**src/rtl/hamming_pkg.sv**
```systemverilog
// ---------------------------------------------------------------------------
// hamming_pkg
//   Shared definitions for the nibble Hamming(7,4) encoder/decoder pair.
//   Codeword bit i carries Hamming position i+1: {p1 p2 d1 p3 d2 d3 d4}
//   from bit 0 upwards. The POS_* constants are bit indices into a codeword.
//
//   Contents:
//     codeword_t  7-bit codeword
//     nibble_t    4-bit data nibble
//     POS_*       bit index of each Hamming position
//     phase_t     nibble phase of a codeword within a byte (PH_LO / PH_HI)
//     syndrome()  3-bit syndrome {s3,s2,s1}; non-zero value = erroneous position
// ---------------------------------------------------------------------------
package hamming_pkg;

    typedef logic [6:0] codeword_t;
    typedef logic [3:0] nibble_t;

    localparam int POS_P1 = 0;
    localparam int POS_P2 = 1;
    localparam int POS_D1 = 2;
    localparam int POS_P3 = 3;
    localparam int POS_D2 = 4;
    localparam int POS_D3 = 5;
    localparam int POS_D4 = 6;

    typedef enum logic {
        PH_LO = 1'b0,
        PH_HI = 1'b1
    } phase_t;

    // Each syndrome bit re-checks one parity group; together they spell the
    // 1-based position of a single flipped bit.
    function automatic logic [2:0] syndrome(input codeword_t code);
        logic s1;
        logic s2;
        logic s3;
        // NOTE: combinational code uses blocking '='; clocked state uses '<=' so
        // every flop samples the values that existed before the clock edge.
        s1 = code[POS_P1] ^ code[POS_D1] ^ code[POS_D2] ^ code[POS_D4];
        s2 = code[POS_P2] ^ code[POS_D1] ^ code[POS_D3] ^ code[POS_D4];
        s3 = code[POS_P3] ^ code[POS_D2] ^ code[POS_D3] ^ code[POS_D4];
        return {s3, s2, s1};
    endfunction

endpackage

```
**src/rtl/hamming74_correct.sv**
```systemverilog
// ---------------------------------------------------------------------------
// hamming74_correct
//   Purely combinational single-error corrector for one Hamming(7,4) codeword.
//   A non-zero syndrome flips the bit it points at; the data nibble is then
//   taken from positions {7,6,5,3}. A double error is silently mis-corrected.
//
//   Ports:
//     code    in  7  codeword, bit i = Hamming position i+1
//     nibble  out 4  corrected data nibble {d4,d3,d2,d1}
//     corr    out 1  a correction was applied (syndrome non-zero)
// ---------------------------------------------------------------------------
module hamming74_correct
    import hamming_pkg::*;
(
    input  logic [6:0] code,
    output logic [3:0] nibble,
    output logic       corr
);

    logic [2:0] synd;
    logic [6:0] flip;
    codeword_t  fixed;

    always_comb begin
        // NOTE: every signal written here gets a default first, so no path
        // leaves a value unassigned and no latch is inferred.
        flip = '0;
        synd = syndrome(code);
        if (synd != 3'd0) begin
            flip = 7'd1 << (synd - 3'd1);
        end
        fixed  = code ^ flip;
        nibble = {fixed[POS_D4], fixed[POS_D3], fixed[POS_D2], fixed[POS_D1]};
        corr   = (synd != 3'd0);
    end

endmodule

```
**src/rtl/hamming74_byte_decoder.sv**
```systemverilog
// ---------------------------------------------------------------------------
// hamming74_byte_decoder
//   Receive side of the nibble Hamming(7,4) link. Accepts 7-bit codewords on
//   a valid/ready handshake, corrects single-bit errors, pairs the decoded
//   nibbles (low first) into bytes and queues them for the byte consumer.
//
//   Datapath:
//     code_in -> hamming74_correct -> stage-1 register (nibble, corr, phase)
//     stage-1 LO -> low-nibble holder
//     stage-1 HI -> {hi,lo} pushed into the byte FIFO
//     FIFO memory -> registered head (byte_out / byte_err / byte_valid)
//   A HI codeword accepted at edge N appears on byte_out after edge N+2.
//
//   Ports:
//     clk         in   1          rising-edge clock
//     reset       in   1          asynchronous, active-low reset
//     code_in     in   7          codeword, bit i = Hamming position i+1
//     code_valid  in   1          code_in valid
//     code_ready  out  1          codeword can be accepted this cycle
//     resync      in   1          force phase to LO and drop the held low nibble
//     byte_out    out  8          head byte {hi,lo}
//     byte_err    out  2          {hi corrected, lo corrected} for byte_out
//     byte_valid  out  1          byte_out valid
//     byte_ready  in   1          consumer takes byte_out
//     err_cnt     out  ERR_CNT_W  saturating count of corrected codewords
//
//   Build option:
//     HAM_ERR_CNT_EN  when defined, err_cnt counts corrected codewords;
//                     otherwise err_cnt is constant zero.
// ---------------------------------------------------------------------------
module hamming74_byte_decoder
    import hamming_pkg::*;
#(
    parameter int FIFO_DEPTH = 2,
    parameter int ERR_CNT_W  = 8
) (
    input  logic                 clk,
    input  logic                 reset,
    input  logic [6:0]           code_in,
    input  logic                 code_valid,
    output logic                 code_ready,
    input  logic                 resync,
    output logic [7:0]           byte_out,
    output logic [1:0]           byte_err,
    output logic                 byte_valid,
    input  logic                 byte_ready,
    output logic [ERR_CNT_W-1:0] err_cnt
);

    localparam int PTR_W = $clog2(FIFO_DEPTH);
    localparam int CNT_W = $clog2(FIFO_DEPTH + 1);
    localparam logic [PTR_W-1:0] LAST_PTR  = PTR_W'(FIFO_DEPTH - 1);
    localparam logic [CNT_W:0]   DEPTH_LIM = (CNT_W + 1)'(FIFO_DEPTH);

    typedef struct packed {
        logic [1:0] err;
        logic [7:0] data;
    } entry_t;

    // Held low after reset until the first edge so code_ready stays 0 in reset.
    logic             run;
    logic             accept;

    phase_t           phase;
    phase_t           phase_nxt;
    phase_t           acc_phase;

    nibble_t          dec_nib;
    logic             dec_corr;

    logic             s1_valid;
    phase_t           s1_phase;
    nibble_t          s1_nib;
    logic             s1_corr;

    nibble_t          lo_nib;
    logic             lo_corr;

    entry_t           mem [FIFO_DEPTH];
    logic [PTR_W-1:0] wr_ptr;
    logic [PTR_W-1:0] rd_ptr;
    logic [CNT_W-1:0] mem_count;

    logic             push;
    logic             load_out;
    logic [CNT_W:0]   occupancy;

    hamming74_correct u_correct (
        .code   (code_in),
        .nibble (dec_nib),
        .corr   (dec_corr)
    );

    assign accept   = code_valid && code_ready;
    assign push     = s1_valid && (s1_phase == PH_HI);
    // The head register refills whenever it is empty or being consumed.
    assign load_out = (mem_count != '0) && (!byte_valid || byte_ready);

    // Bytes already queued (memory + head) plus the byte that stage 1 is about
    // to push. Keeping this below the depth means a push never finds it full.
    assign occupancy  = (CNT_W + 1)'(mem_count) + (CNT_W + 1)'(byte_valid)
                      + (CNT_W + 1)'(push);
    assign code_ready = run && (occupancy < DEPTH_LIM);

    always_ff @(posedge clk or negedge reset) begin
        if (!reset) begin
            run <= 1'b0;
        end else begin
            run <= 1'b1;
        end
    end

    // ---------------- phase FSM ----------------
    always_comb begin
        // A codeword arriving together with resync is always a low nibble.
        acc_phase = resync ? PH_LO : phase;
        phase_nxt = phase;
        if (accept) begin
            phase_nxt = (acc_phase == PH_LO) ? PH_HI : PH_LO;
        end else if (resync) begin
            phase_nxt = PH_LO;
        end
    end

    always_ff @(posedge clk or negedge reset) begin
        if (!reset) begin
            phase <= PH_LO;
        end else begin
            phase <= phase_nxt;
        end
    end

    // ---------------- stage 1 ----------------
    always_ff @(posedge clk or negedge reset) begin
        if (!reset) begin
            s1_valid <= 1'b0;
            s1_phase <= PH_LO;
            s1_nib   <= '0;
            s1_corr  <= 1'b0;
        end else begin
            s1_valid <= accept;
            if (accept) begin
                s1_phase <= acc_phase;
                s1_nib   <= dec_nib;
                s1_corr  <= dec_corr;
            end
        end
    end

    // ---------------- low-nibble holder ----------------
    // resync wins over a LO nibble leaving stage 1 on the same edge, so that
    // nibble is dropped too.
    always_ff @(posedge clk or negedge reset) begin
        if (!reset) begin
            lo_nib  <= '0;
            lo_corr <= 1'b0;
        end else if (resync) begin
            lo_nib  <= '0;
            lo_corr <= 1'b0;
        end else if (s1_valid && (s1_phase == PH_LO)) begin
            lo_nib  <= s1_nib;
            lo_corr <= s1_corr;
        end
    end

    // ---------------- byte FIFO ----------------
    // NOTE: the storage array has no reset; only pointers, count and the head
    // register are reset, and stale entries are never visible on byte_out.
    always_ff @(posedge clk) begin
        if (push) begin
            mem[wr_ptr] <= entry_t'({s1_corr, lo_corr, s1_nib, lo_nib});
        end
    end

    always_ff @(posedge clk or negedge reset) begin
        if (!reset) begin
            wr_ptr    <= '0;
            rd_ptr    <= '0;
            mem_count <= '0;
        end else begin
            if (push) begin
                wr_ptr <= (wr_ptr == LAST_PTR) ? '0 : wr_ptr + PTR_W'(1);
            end
            if (load_out) begin
                rd_ptr <= (rd_ptr == LAST_PTR) ? '0 : rd_ptr + PTR_W'(1);
            end
            case ({push, load_out})
                2'b10:   mem_count <= mem_count + CNT_W'(1);
                2'b01:   mem_count <= mem_count - CNT_W'(1);
                default: mem_count <= mem_count;
            endcase
        end
    end

    // Registered head: holds steady while byte_valid && !byte_ready.
    always_ff @(posedge clk or negedge reset) begin
        if (!reset) begin
            byte_valid <= 1'b0;
            byte_out   <= '0;
            byte_err   <= '0;
        end else if (load_out) begin
            byte_valid <= 1'b1;
            byte_out   <= mem[rd_ptr].data;
            byte_err   <= mem[rd_ptr].err;
        end else if (byte_ready) begin
            byte_valid <= 1'b0;
        end
    end

    // ---------------- corrected-error counter ----------------
`ifdef HAM_ERR_CNT_EN
    logic [ERR_CNT_W-1:0] err_cnt_q;

    always_ff @(posedge clk or negedge reset) begin
        if (!reset) begin
            err_cnt_q <= '0;
        end else if (s1_valid && s1_corr && (err_cnt_q != '1)) begin
            err_cnt_q <= err_cnt_q + ERR_CNT_W'(1);
        end
    end

    assign err_cnt = err_cnt_q;
`else
    assign err_cnt = '0;
`endif

endmodule

```
**config.mk**
```make
export PLATFORM = sky130hd
export DESIGN_NAME = hamming74_byte_decoder
export DESIGN_NICKNAME = d
export VERILOG_FILES = /design/src/rtl/hamming_pkg.sv /design/src/rtl/hamming74_correct.sv /design/src/rtl/hamming74_byte_decoder.sv
export SDC_FILE = /design/constraint.sdc
export NUM_CORES = 1
export LEC_CHECK = 0
export ABC_AREA = 0
export BUFFER_PORTS_ARGS = -buffer_cell sky130_fd_sc_hd__clkbuf_2
export CAP_MARGIN = 20
export CORE_MARGIN = 1.5
export CORE_UTILIZATION = 30
export DETAILED_ROUTE_END_ITERATION = 16
export GPL_TIMING_DRIVEN = 0
export PLACE_DENSITY_LB_ADDON = 0.08
export SYNTH_ARGS = -nofsm -noshare
export SYNTH_HDL_FRONTEND = slang
export SYNTH_SLANG_ARGS = --single-unit
```
**constraint.sdc**
```tcl
create_clock -name clk -period 1.7 [get_ports clk]
set_input_delay 0.085 -clock clk [delete_from_list [all_inputs] [get_ports clk]]
set_output_delay 0.085 -clock clk [all_outputs]
set_load 0.05 [all_outputs]
```
==> metrics.md, run 1 <==
| Metric | Value |
|---|---|
| Worst Hold Class | input pin to flop |
| Share of cells above drive strength 1 | 28.70% |
| Final setup violation count | 2 |
| Worst vdd ir | 0.3372 mV |
| GP Congestion | between 0.7 and 0.8 |
| Final #Nets | between 200 and 250 |
| Post-route cell area | 2689 µm² |
| R2R depth | 2 |
| CP arrival | around 2.1 ns |
| PwrDens | between 1500 and 2000 nW/µm² |
| Buffers on Ports | 23 |
| Tot Pwr | 4.115 mW |
| Ports | 32 |
| Routed WL | 3599 µm |
| Commonest non-fill, non-tap cell in the layout | dfrtp_1 |
| CP required | 1.94 ns |
| Synthesis-to-layout area growth | 26.93% |
| Avg WL per Cell | about 12 µm |
| Fin crit share | 107.5% |
| Internal reg-to-reg setup slack | 0.18 ns |
| Seq cells post-synth | 49 |
| Via-to-Cell Ratio | 4.228 |
| Via Count | roughly 1.3k |
| Reg area | 1329 µm² |
| Hold path cells | 2 |
| First-pass GRT wire length | ~6200 µm |
| Pre-antenna DRT Iters | 4 |
| Status | complete, but fails checks |
| Die width | 87.03 µm |
| Hold EP | lo_nib[1] |
| Synth Instances | 168 |
| Reg clk slew, reported paths | 0.08 ns |
| Chip height | 87.03 µm |
| Slew @ Worst Pin | 0.8041 ns |
| Post-route ant nets | 0 |
| Synth Area per Inst | between 10 and 15 µm² |
| Root Driver | clkbuf_8 |
| Row cnt | 30 |
| Library cells used by synthesis | 34 |
| GRT overflow | 0 |
| Reg-to-Reg End | mem[0][0] |
| Worst-Skew Late Latency | 0.30 ns |
| Initial Utilization | 31.18% |
| Final WS setup | -0.1271 ns |
| Pin count of the biggest net entering global routing | 30 |
| CTS Buffer Depth | 2 |
| CTS tree | yes |
| Area occupied by multi-input gates | 828.3 µm² |
| Min-delay src | resync |
| Minimum clock period | 1.827 ns |
| Total leakage power | 1.160 nW |
| Final hold violations | 0 |
| DR DRC count | 0 |
| CP Max Fanout | 6 |
| Startpoint class of the critical path | input pin |
| RSZ-0062 raised after global routing | true |
| Placed cell areas | 2435 µm² |
| Slew Viols, Final | 0 |
| Initial antenna violation count | 0 |
| Full die area | 7574 µm² |
| Iter 0 DRT Violations | 31 |
| CTS Buf Count | 5 |
| Fin Clk Skew | around 0.0090 ns |
| Commonest non-fill, non-tap cells in the layout | dfrtp_1 (27), nor2_1 (21), edfxtp_1 (20), clkbuf_2 (19), buf_4 (18) |
| Worst Setup SP | code_in[6] |
| Fill cells | just under 700 |
| Failing checks | negative setup slack |
| Worst R2R Start | s1_phase |
| Core area | 6794 µm² |
| Area of the mapped netlist | 2118 µm² |
| Max Clock Freq | 0.5473 GHz |
| Number of global-route vias before repair | 1,309 |
| Slew headroom | 46.20% |
| Seq/Total Area, Yosys | 62.61% |
| N_diodes | 0 |
| Yosys warnings | 0 |
| GRT Overall Usage | 10.96% |
| Htree depth | 2 |
| Max_cap viols | 0 |
| Crit end category | flop |
| CTS sink count | 49 |
| CP Class | input pin to flop |
## repair_timing
| item | in CTS | in global routing |
|---|---|---|
| endpoints found under the hold margin | 30 | 0 |
| hold buffers | 2 | 0 |
| gates cloned | 0 | 0 |
| endpoints found under the setup margin | 6 | 6 |
| resized for setup | 16 | 6 |
| setup buffers | 6 | 3 |
| pin swaps | 6 | 2 |
## stage by stage
step	worst slack [ns]	std cells	util, %	setup TNS, ns	hold slack (ns)
floorplan	-0.2471	175	-	-0.3504	-0.2106
global placement	-0.5616	294	35.84	-1.615	0.1697
detailed placement	-0.5909	294	35.84	-1.864	0.1899
CTS	-0.08751	310	39.12	-0.09711	0.02257
global route	-0.1837	312	39.58	-0.2799	0.02493
finish	-0.1271	312	39.58	-0.1696	0.02278
## registers in the layout, summed over array words and instances, names as in the netlist, 2 cells and up
signal and cells:
mem 20, byte_err 2, mem_count 2, lo_nib 4
s1_nib 4, byte_out 8
## logic make-up after synthesis
group,Yosys count,synth area share (%)
xor gates and xnor gates,17,7.738
other,2,0.3545
DFF,49,62.61
muxes,15,7.088
adders and majority gates,2,1.181
buffers and inverters,16,4.253
and+or+nand+nor,44,10.34
AOI/OAI and AO/OA,23,6.438
## report_power, final
part / internal, mW / total (mW) / leakage (nW) / switching [mW]
sequential: 1.57 / 1.79 / 0.528 / 0.217
combinational: 0.607 / 1.69 / 0.592 / 1.08
clock: 0.287 / 0.642 / 0.0399 / 0.355
## routing by layer
metal	share of wire, %	GRT usage [%]
met1	41	11.71
met4	3.1	6.012
met3	4.4	3.412
met2	51	19.17
met5	0	0
## worst max-delay path by stage
| stage | slack [ns] | cells after the start | end |
|---|---|---|---|
| floorplan | -0.25 | 8 | s1_nib[3] |
| detailed placement | -0.59 | 9 | s1_nib[3] |
| CTS | -0.09 | 9 | s1_nib[3] |
| global route | -0.18 | 9 | s1_nib[3] |
| finish | -0.13 | 9 | s1_nib[3] |
| global placement | -0.56 | 9 | s1_nib[3] |
## cell type report
type	count	share of cell area, %
Sequential cell	49	49.42
Multi-Input combinational cell	110	30.80
Timing Repair Buffer	34	8.934
Tap cell	96	4.467
Buffer	12	2.932
Clock buffer	7	2.839
Inverter	3	0.4653
Clock inverter	1	0.1396
## Yosys cell counts, drive strengths merged
cell type / n / area share [%]
dfrtp: 29 / 34
nor2: 21 / 3.7
edfxtp: 20 / 28
mux2i: 15 / 7.1
a21oi: 12 / 2.8
xnor2: 12 / 5.3
buf: 9 / 3.0
nand2: 5 / 0.89
xor2: 5 / 2.4
clkbuf: 4 / 0.71
nand2b: 3 / 0.89
nand4: 3 / 0.89
o21ai: 3 / 0.71
or4: 3 / 1.1
a211o: 2 / 0.83
a31oi: 2 / 0.59
conb: 2 / 0.35
ha: 2 / 1.2
inv: 2 / 0.35
nand3: 2 / 0.47
o31ai: 2 / 0.71
or2: 2 / 0.59
a21o: 1 / 0.35
a22o: 1 / 0.41
and3: 1 / 0.30
clkinv: 1 / 0.18
nand3b: 1 / 0.35
nand4b: 1 / 0.41
nor2b: 1 / 0.30
or4b: 1 / 0.47
## worst max-delay path, stage by stage
cell and delay, ns:
clkbuf_16 0.14, xnor2_4 0.22, xor2_2 0.16, nor2_1 0.07
ha_1 0.30, or2_4 0.26, or4_4 0.48, a211o_1 0.26
nand3_1 0.07
(Power assumes the default switching activity.)
==> inputs of run 2 (changes only) <==
--- a/config.mk
+++ b/config.mk
@@ -6,13 +6,15 @@
 export NUM_CORES = 1
 export LEC_CHECK = 0
 export ABC_AREA = 0
-export BUFFER_PORTS_ARGS = -buffer_cell sky130_fd_sc_hd__clkbuf_2
+export BUFFER_PORTS_ARGS = -buffer_cell sky130_fd_sc_hd__buf_2
 export CAP_MARGIN = 20
 export CORE_MARGIN = 1.5
 export CORE_UTILIZATION = 30
 export DETAILED_ROUTE_END_ITERATION = 16
 export GPL_TIMING_DRIVEN = 0
 export PLACE_DENSITY_LB_ADDON = 0.08
+export REMOVE_ABC_BUFFERS = 1
 export SYNTH_ARGS = -nofsm -noshare
 export SYNTH_HDL_FRONTEND = slang
+export SYNTH_HIERARCHICAL = 1
 export SYNTH_SLANG_ARGS = --single-unit
==> run 2 against run 1 <==
Effect of this change: the flow still finishes with violations (negative setup slack); combinational power grew 4%; non-clock buffer count shrank 12; first-iteration DRC count grew 100%; critical path depth grew 1; global-route usage grew 0.54 points; synthesized cell count grew 1.2%; sequential share of layout area shrank 2.4 points; cell count shrank 1.9%; largest power group unchanged.
==> metrics.md, run 2 <==
| Metric | Value |
|---|---|
| Cell taking the most area after synthesis | dfrtp_1 |
| Synthesis-to-layout area growth | 24.64% |
| CTS tree | yes |
| CP Max Fanout | 4 (-2) |
| Crit end category | flop |
| Row cnt | 31 (+3.3%) |
| Commonest non-fill, non-tap cell in the layout | dfrtp_1 |
| Ports | 32 (unchanged) |
| Chip height | 89.89 µm (+3.3%) |
| Global-route layer with the greatest usage | met2 |
| Htree depth | 2 (unchanged) |
| Biggest register | mem |
| Layout Cells excl Fill | 306 (-1.9%) |
| CP required | 1.89 ns (-0.05 ns) |
| Startpoint class of the critical path | input pin |
| Worst-Skew Late Latency | 0.30 ns (about the same) |
| Initial Utilization | 31.06% (-0.12 points) |
| Worst Hold Class | input pin to flop |
| GRT overflow | 0 (unchanged) |
| Final hold violations | 0 (unchanged) |
| Via-to-Cell Ratio | 4.471 (+5.7%) |
| Seq cells post-synth | 49 (unchanged) |
| Initial antenna violation count | 0 (unchanged) |
| RSZ-0062 raised after global routing | true |
| DP Wirelength | 2818 µm |
| Final WS setup | -0.04943 ns (+0.07770 ns) |
| Fin Clk Skew | 0.006361 ns (-0.002613 ns) |
| Hold path cells | 2 (unchanged) |
| Pre-antenna DRT Iters | 4 (unchanged) |
| Fin crit share | 102.9% (-4.6 points) |
| Avg WL per Cell | 14.03 µm (+22%) |
| Asr flop ratio synth | 59.18% (unchanged) |
| Slew @ Worst Pin | 0.7018 ns (-0.1023 ns) |
| CTS sink count | 49 (unchanged) |
| Placed cell count | 287 (-2.4%) |
| DR DRC count | 0 (unchanged) |
| Most common cell in the synthesized netlist | dfrtp_1 |
| Minimum clock period | 1.749 ns (-0.07770 ns) |
| Met2 usage | 19.47% (+0.30 points) |
| Failing checks | negative setup slack |
| Max Clock Freq | 0.5716 GHz (+4.4%) |
| Post-route ant nets | 0 (unchanged) |
| Flip-flop count of the largest register after layout | 20 (unchanged) |
| Synth Area per Inst | 13.32 µm² (+5.7%) |
| Status | complete, but fails checks |
| Library cells used by synthesis | 38 (+12%) |
| Main synth FF type | dfrtp_1 |
| Largest regs | mem x20, byte_out x8 |
| Number of global-route vias before repair | 1,411 (+7.8%) |
| Final setup violation count | 2 (unchanged) |
| Commonest cells post-synth | dfrtp_1 (29), mux2_2 (24), edfxtp_1 (20) |
| GRT Overall Usage | 11.50% (+0.54 points) |
| N_diodes | 0 (unchanged) |
| First-pass GRT wire length | 7258 µm (+17%) |
| Area contributors post-synth | dfrtp_1 (32%), edfxtp_1 (27%), mux2_2 (12%) |
| GP Congestion | 0.7865 (+8.8%) |
| Buffers on Ports | 23 (unchanged) |
| Full die area | 8079 µm² (+6.7%) |
| Routing usage on met3 | 2.115% (-1.3 points) |
| Root Driver | clkbuf_8 |
| Via Count | 1,368 (+3.7%) |
| CP Class | input pin to flop |
| Commonest non-fill, non-tap cells in the layout | dfrtp_1 (29), mux2_2 (24), edfxtp_1 (20), buf_2 (16), nor2_1 (12) |
| PwrDens | 1588 nW/µm² (+3.8%) |
| CTS Buf Count | 5 (unchanged) |
| Yosys warnings | 6 (+6) |
| Seq/Total Area, Yosys | 58.56% (-4.0 points) |
| CP arrival | 1.94 ns (-0.13 ns) |
| Area of the mapped netlist | 2265 µm² (+6.9%) |
| Pin count of the biggest net entering global routing | 30 (unchanged) |
| Routed WL | 4292 µm (+19%) |
| Total leakage power | 1.156 nW (-0.30%) |
| Post-synth top area share | 32.04% (-2.2 points) |
| Reg clk slew, reported paths | 0.09 ns (about the same) |
| Die width | 89.89 µm (+3.3%) |
| R2R depth | 2 (unchanged) |
| Slew headroom | 53.21% (+7.0 points) |
| Met1 Usage GRT | 14.46% (+2.7 points) |
| Share of cells above drive strength 1 | 41.06% (+12 points) |
| CTS Buffer Depth | 2 (unchanged) |
| Hold Slack | 0.01530 ns (-0.007479 ns) |
| Core area | 7292 µm² (+7.3%) |
| Max_cap viols | 0 (unchanged) |
| Slew Viols, Final | 0 (unchanged) |
| Iter 0 DRT Violations | 62 (+100%) |
| Worst vdd ir | 0.5319 mV (+58%) |
| Synth Instances | 170 (+1.2%) |
| Final #Nets | 220 (-3.9%) |
| Number of synthesized flops with an enable pin | 20 (unchanged) |
| Tot Pwr | 4.483 mW (+8.9%) |
## run 2: changes by cell type after synthesis, sizes merged, moves of 3 or more
cell and delta:
nor2 -7, mux2i -10, nand2b -3, inv +3, buf +3, clkbuf -4
o21ai +6, a21oi -6, nand3 +3, nand4 -3, mux2 +25
## run 2: timing repair
action                                  4_1_cts  5_1_grt
gates cloned                                  0        0
setup buffers                                 7        2
pin swaps                                     7        6
hold buffers                                  2        0
resized for setup                            20       14
hold endpoints to repair                     30        0
endpoints found under the setup margin       26        3
## run 2: final timing paths
path,slack (ns),startpoint,end
max,-0.05,code_in[1],s1_nib[1]
min,0.02,resync,lo_corr
max reg2reg,0.18,s1_valid,mem[0][6]
min reg2reg,0.49,lo_nib[3],mem[1][3]
max in group asynchronous,0.87,reset,s1_nib[0]
min in group asynchronous,0.37,reset,byte_out[1]
## run 2: logic make-up (layout without fill, tap and decap cells)
| family | count (synthesis) | after routing | share of synthesized area (%) |
|---|---|---|---|
| AOI/OAI and AO/OA | 22 | 22 | 7.072 |
| xor gates and xnor gates | 15 | 15 | 6.464 |
| adders and majority gates | 2 | 2 | 1.105 |
| buffers and inverters | 17 | 47 | 4.641 |
| DFF | 49 | 49 | 58.56 |
| muxes | 30 | 30 | 14.64 |
| other | 2 | 9 | 0.3316 |
| and+or+nand+nor | 33 | 33 | 7.183 |
## run 2: report_power, final
group	switching, mW	total, mW	internal [mW]
registers	0.301	1.86	1.56
clock network	0.391	0.870	0.479
logic	1.04	1.75	0.711
total	1.73	4.48	2.75
## run 2: area by class of cell
cell class / instances / area, µm²
fillers: 728 / 4469
flip-flops and latches: 49 / 1326
clock inverters: 2 / 37.54
repair buffers: 34 / 239.0
clock buffers: 6 / 82.58
well taps: 99 / 123.9
inverters: 5 / 18.77
multi-input cells: 111 / 994.7
## run 2: metal layers
metal | wire [µm] | vias to the layer above
met4 | 79 | 0
met1 | 1994 | 674
met5 | 0 | -
li1 | - | 656
met2 | 2075 | 33
met3 | 143 | 5
## run 2: per-stage QoR
step / util [%] / TNS, ns / worst slack (ns) / cell area [µm²]
after floorplan: - / -1.523 / -0.5816 / 2205
after global placement: 33.51 / -3.308 / -0.9115 / 2444
after detailed placement: 33.51 / -4.414 / -0.8963 / 2444
after CTS: 37.78 / -0.1284 / -0.1125 / 2755
after global routing: 38.71 / -0.2231 / -0.1193 / 2823
final: 38.71 / -0.06168 / -0.04943 / 2823
## run 2: worst max-delay path, cell delays in order
cell	delay, ns
buf_6	0.12
xnor2_4	0.17
nand2_2	0.09
o21ai_1	0.14
ha_1	0.26
or2_4	0.26
or4_4	0.42
o21ai_2	0.08
a21oi_2	0.05
mux2_2	0.26
==> inputs of run 3 (changes only) <==
--- a/config.mk
+++ b/config.mk
@@ -12,7 +12,7 @@
 export CORE_UTILIZATION = 30
 export DETAILED_ROUTE_END_ITERATION = 16
 export GPL_TIMING_DRIVEN = 0
-export PLACE_DENSITY_LB_ADDON = 0.08
+export PLACE_DENSITY_LB_ADDON = 0.2
 export REMOVE_ABC_BUFFERS = 1
 export SYNTH_ARGS = -nofsm -noshare
 export SYNTH_HDL_FRONTEND = slang
==> run 3 against run 2 <==
Effect of this change: the flow still finishes with violations (negative setup slack); maximum frequency increased by 1.5%; first-iteration DRC count is 58% lower; hold slack better by 0.030 ns; sequential share of layout area increased by 0.23 points; global-route usage down 1.3 points; via count down 0.95%; highest routed layer unchanged; critical path depth unchanged.
==> metrics.md, run 3 (synthesis gave the netlist of run 2 again) <==
| Metric | Value |
|---|---|
| Status | complete, but fails checks |
| Failing checks | negative setup slack |
| Share of cells above drive strength 1 | 40.58% (-0.48 points) |
| PwrDens | 1525 nW/µm² (-4.0%) |
| Worst vdd ir | 0.3698 mV (-30%) |
| Final #Nets | 220 (unchanged) |
| Final hold violations | 0 (unchanged) |
| RSZ-0062 raised after global routing | true |
| Worst-Skew Late Latency | 0.29 ns (about the same) |
| First-pass GRT wire length | 6506 µm (-10%) |
| Critical Path End | s1_nib[1] |
| Internal reg-to-reg setup slack | 0.17 ns (about the same) |
| CP required | 1.88 ns (about the same) |
| Fin Clk Skew | 0.003479 ns (-0.002882 ns) |
| Post-route cell area | 2811 µm² (-0.40%) |
| CTS sink count | 49 (unchanged) |
| N_diodes | 0 (unchanged) |
| CTS Buffer Depth | 2 (unchanged) |
| Chip height | 89.89 µm (unchanged) |
| Htree depth | 2 (unchanged) |
| Setup TNS | -0.02327 ns (+0.03841 ns) |
| Startpoint class of the critical path | input pin |
| Reg clk slew, reported paths | 0.08 ns (about the same) |
| Flip-flop count of the largest register after layout | 20 (unchanged) |
| Cell family with most CP delay | simple AND/OR/NAND/NOR gates |
| Via-to-Cell Ratio | 4.428 (-0.95%) |
| Reg-to-Reg End | mem[0][4] |
| Tot Pwr | 4.288 mW (-4.4%) |
| Final WS setup | -0.02327 ns (+0.02616 ns) |
| Slowest-stage cell, CP | or4_1 |
| CP Max Fanout | 4 (unchanged) |
| Row cnt | 31 (unchanged) |
| Slew @ Worst Pin | 0.6853 ns (-0.01644 ns) |
| Root Driver | clkbuf_8 |
| Crit end category | flop |
| DP Wirelength | 2470 µm (-12%) |
| CP Cell Sequence | buf_6 -> xnor2_4 -> nand2_2 -> o21ai_2 -> ha_4 -> or2_4 -> or4_1 -> o21ai_1 -> a21oi_1 -> mux2_2 |
| CP arrival | 1.91 ns (-0.03 ns) |
| Hold Slack | 0.04541 ns (+0.03011 ns) |
| Worst path depth | 10 (unchanged) |
| Placed cell areas | 2444 µm² (unchanged) |
| CTS tree | yes |
| GRT overflow | 0 (unchanged) |
| R2R depth | 2 (unchanged) |
| Worst path max stage delay | 0.39 ns (-0.03 ns) |
| Slew Viols, Final | 0 (unchanged) |
| Fin crit share | 101.4% (-1.5 points) |
| Largest regs | mem x20, byte_out x8 |
| Minimum clock period | 1.723 ns (-0.02616 ns) |
| Routed WL | 3884 µm (-9.5%) |
| Worst R2R Start | s1_phase |
| Worst Setup SP | code_in[0] |
| Synthesis-to-layout area growth | 24.14% |
| CP Class | input pin to flop |
| GP Congestion | 0.8034 (+2.1%) |
| Ports | 32 (unchanged) |
| Number of global-route vias before repair | 1,290 (-8.6%) |
| Pre-antenna DRT Iters | 4 (unchanged) |
| Worst Hold Class | input pin to flop |
| Max Clock Freq | 0.5803 GHz (+1.5%) |
| Pin count of the biggest net entering global routing | 30 (unchanged) |
| Via Count | 1,355 (-0.95%) |
| GRT Overall Usage | 10.24% (-1.3 points) |
| Total leakage power | 1.148 nW (-0.72%) |
| Initial Utilization | 31.06% (unchanged) |
| CTS Buf Count | 5 (unchanged) |
| Initial antenna violation count | 0 (unchanged) |
| Slew headroom | 54.31% (+1.1 points) |
| DR DRC count | 0 (unchanged) |
| Avg WL per Cell | 12.69 µm (-9.5%) |
| Commonest non-fill, non-tap cell in the layout | dfrtp_1 |
| Buffers on Ports | 23 (unchanged) |
| Commonest non-fill, non-tap cells in the layout | dfrtp_1 (28), mux2_2 (24), edfxtp_1 (20), buf_2 (16), nor2_1 (12) |
| Post-route ant nets | 0 (unchanged) |
| Final setup violation count | 1 (-1) |
| Core area | 7292 µm² (unchanged) |
| Biggest register | mem |
| Iter 0 DRT Violations | 26 (-58%) |
| Die width | 89.89 µm (unchanged) |
| Full die area | 8079 µm² (unchanged) |
| Worst Path Buf+Inv | 1 (unchanged) |
| Max_cap viols | 0 (unchanged) |
-- run 3: cell types whose count changed in the layout (fill, tap and decap cells not counted), sizes merged --
cell,previous run,this run
bufinv,1,0
clkinv,0,2
clkinvlp,1,0
-- run 3: worst min path at each step --
stage | depth (start not counted) | start | slack (ns) | to
finish | 2 | resync | 0.05 | lo_corr
global placement | 1 | reset | 0.17 | byte_out[6]
CTS | 2 | resync | 0.04 | lo_nib[3]
global route | 2 | resync | 0.04 | lo_nib[0]
floorplan | 0 | reset | -0.21 | byte_err[0]
detailed placement | 1 | reset | 0.18 | byte_out[0]
-- run 3: worst register-to-register path, stage by stage (launching register included) --
cell     delay, ns
dfrtp_1       0.52
nand2_1       0.17
nor2_2        0.48
-- run 3: cell type report --
cell class / instances / area (µm²)
clock buffer: 6 / 82.58
clock inverter: 2 / 8.758
fill: 746 / 4481
inverter: 5 / 18.77
multi-input combinational: 111 / 1007
sequential: 49 / 1328
tap: 99 / 123.9
timing repair buffer: 34 / 242.7
-- run 3: through the flow --
stage               setup WS (ns)  util (%)  std cells
finish                   -0.02327     38.56        306
global route             -0.09058     38.56        306
CTS                      -0.01000     37.53        304
detailed placement        -0.8522     33.51        287
global placement          -0.8402     33.51        287
floorplan                 -0.5816         -        165
-- run 3: metal layers --
layer	vias to the layer above	share of wire (%)	track usage, %
met5	-	0	0
met4	0	1.6	3.968
met3	4	4.2	2.453
met2	39	50	17.75
met1	655	44	12.26
li1	657	-	-
-- run 3: power by group --
group,switching (mW),internal [mW]
Clock,0.363,0.323
Sequential,0.311,1.57
Combinational,1.01,0.712
Total,1.69,2.60
-- run 3: timing repair --
action	4_1_cts	5_1_grt
buffers inserted	7	2
resized for setup	25	10
endpoints found under the setup margin	16	4
endpoints found under the hold margin	30	0
hold buffers	2	0
pin swaps	9	4
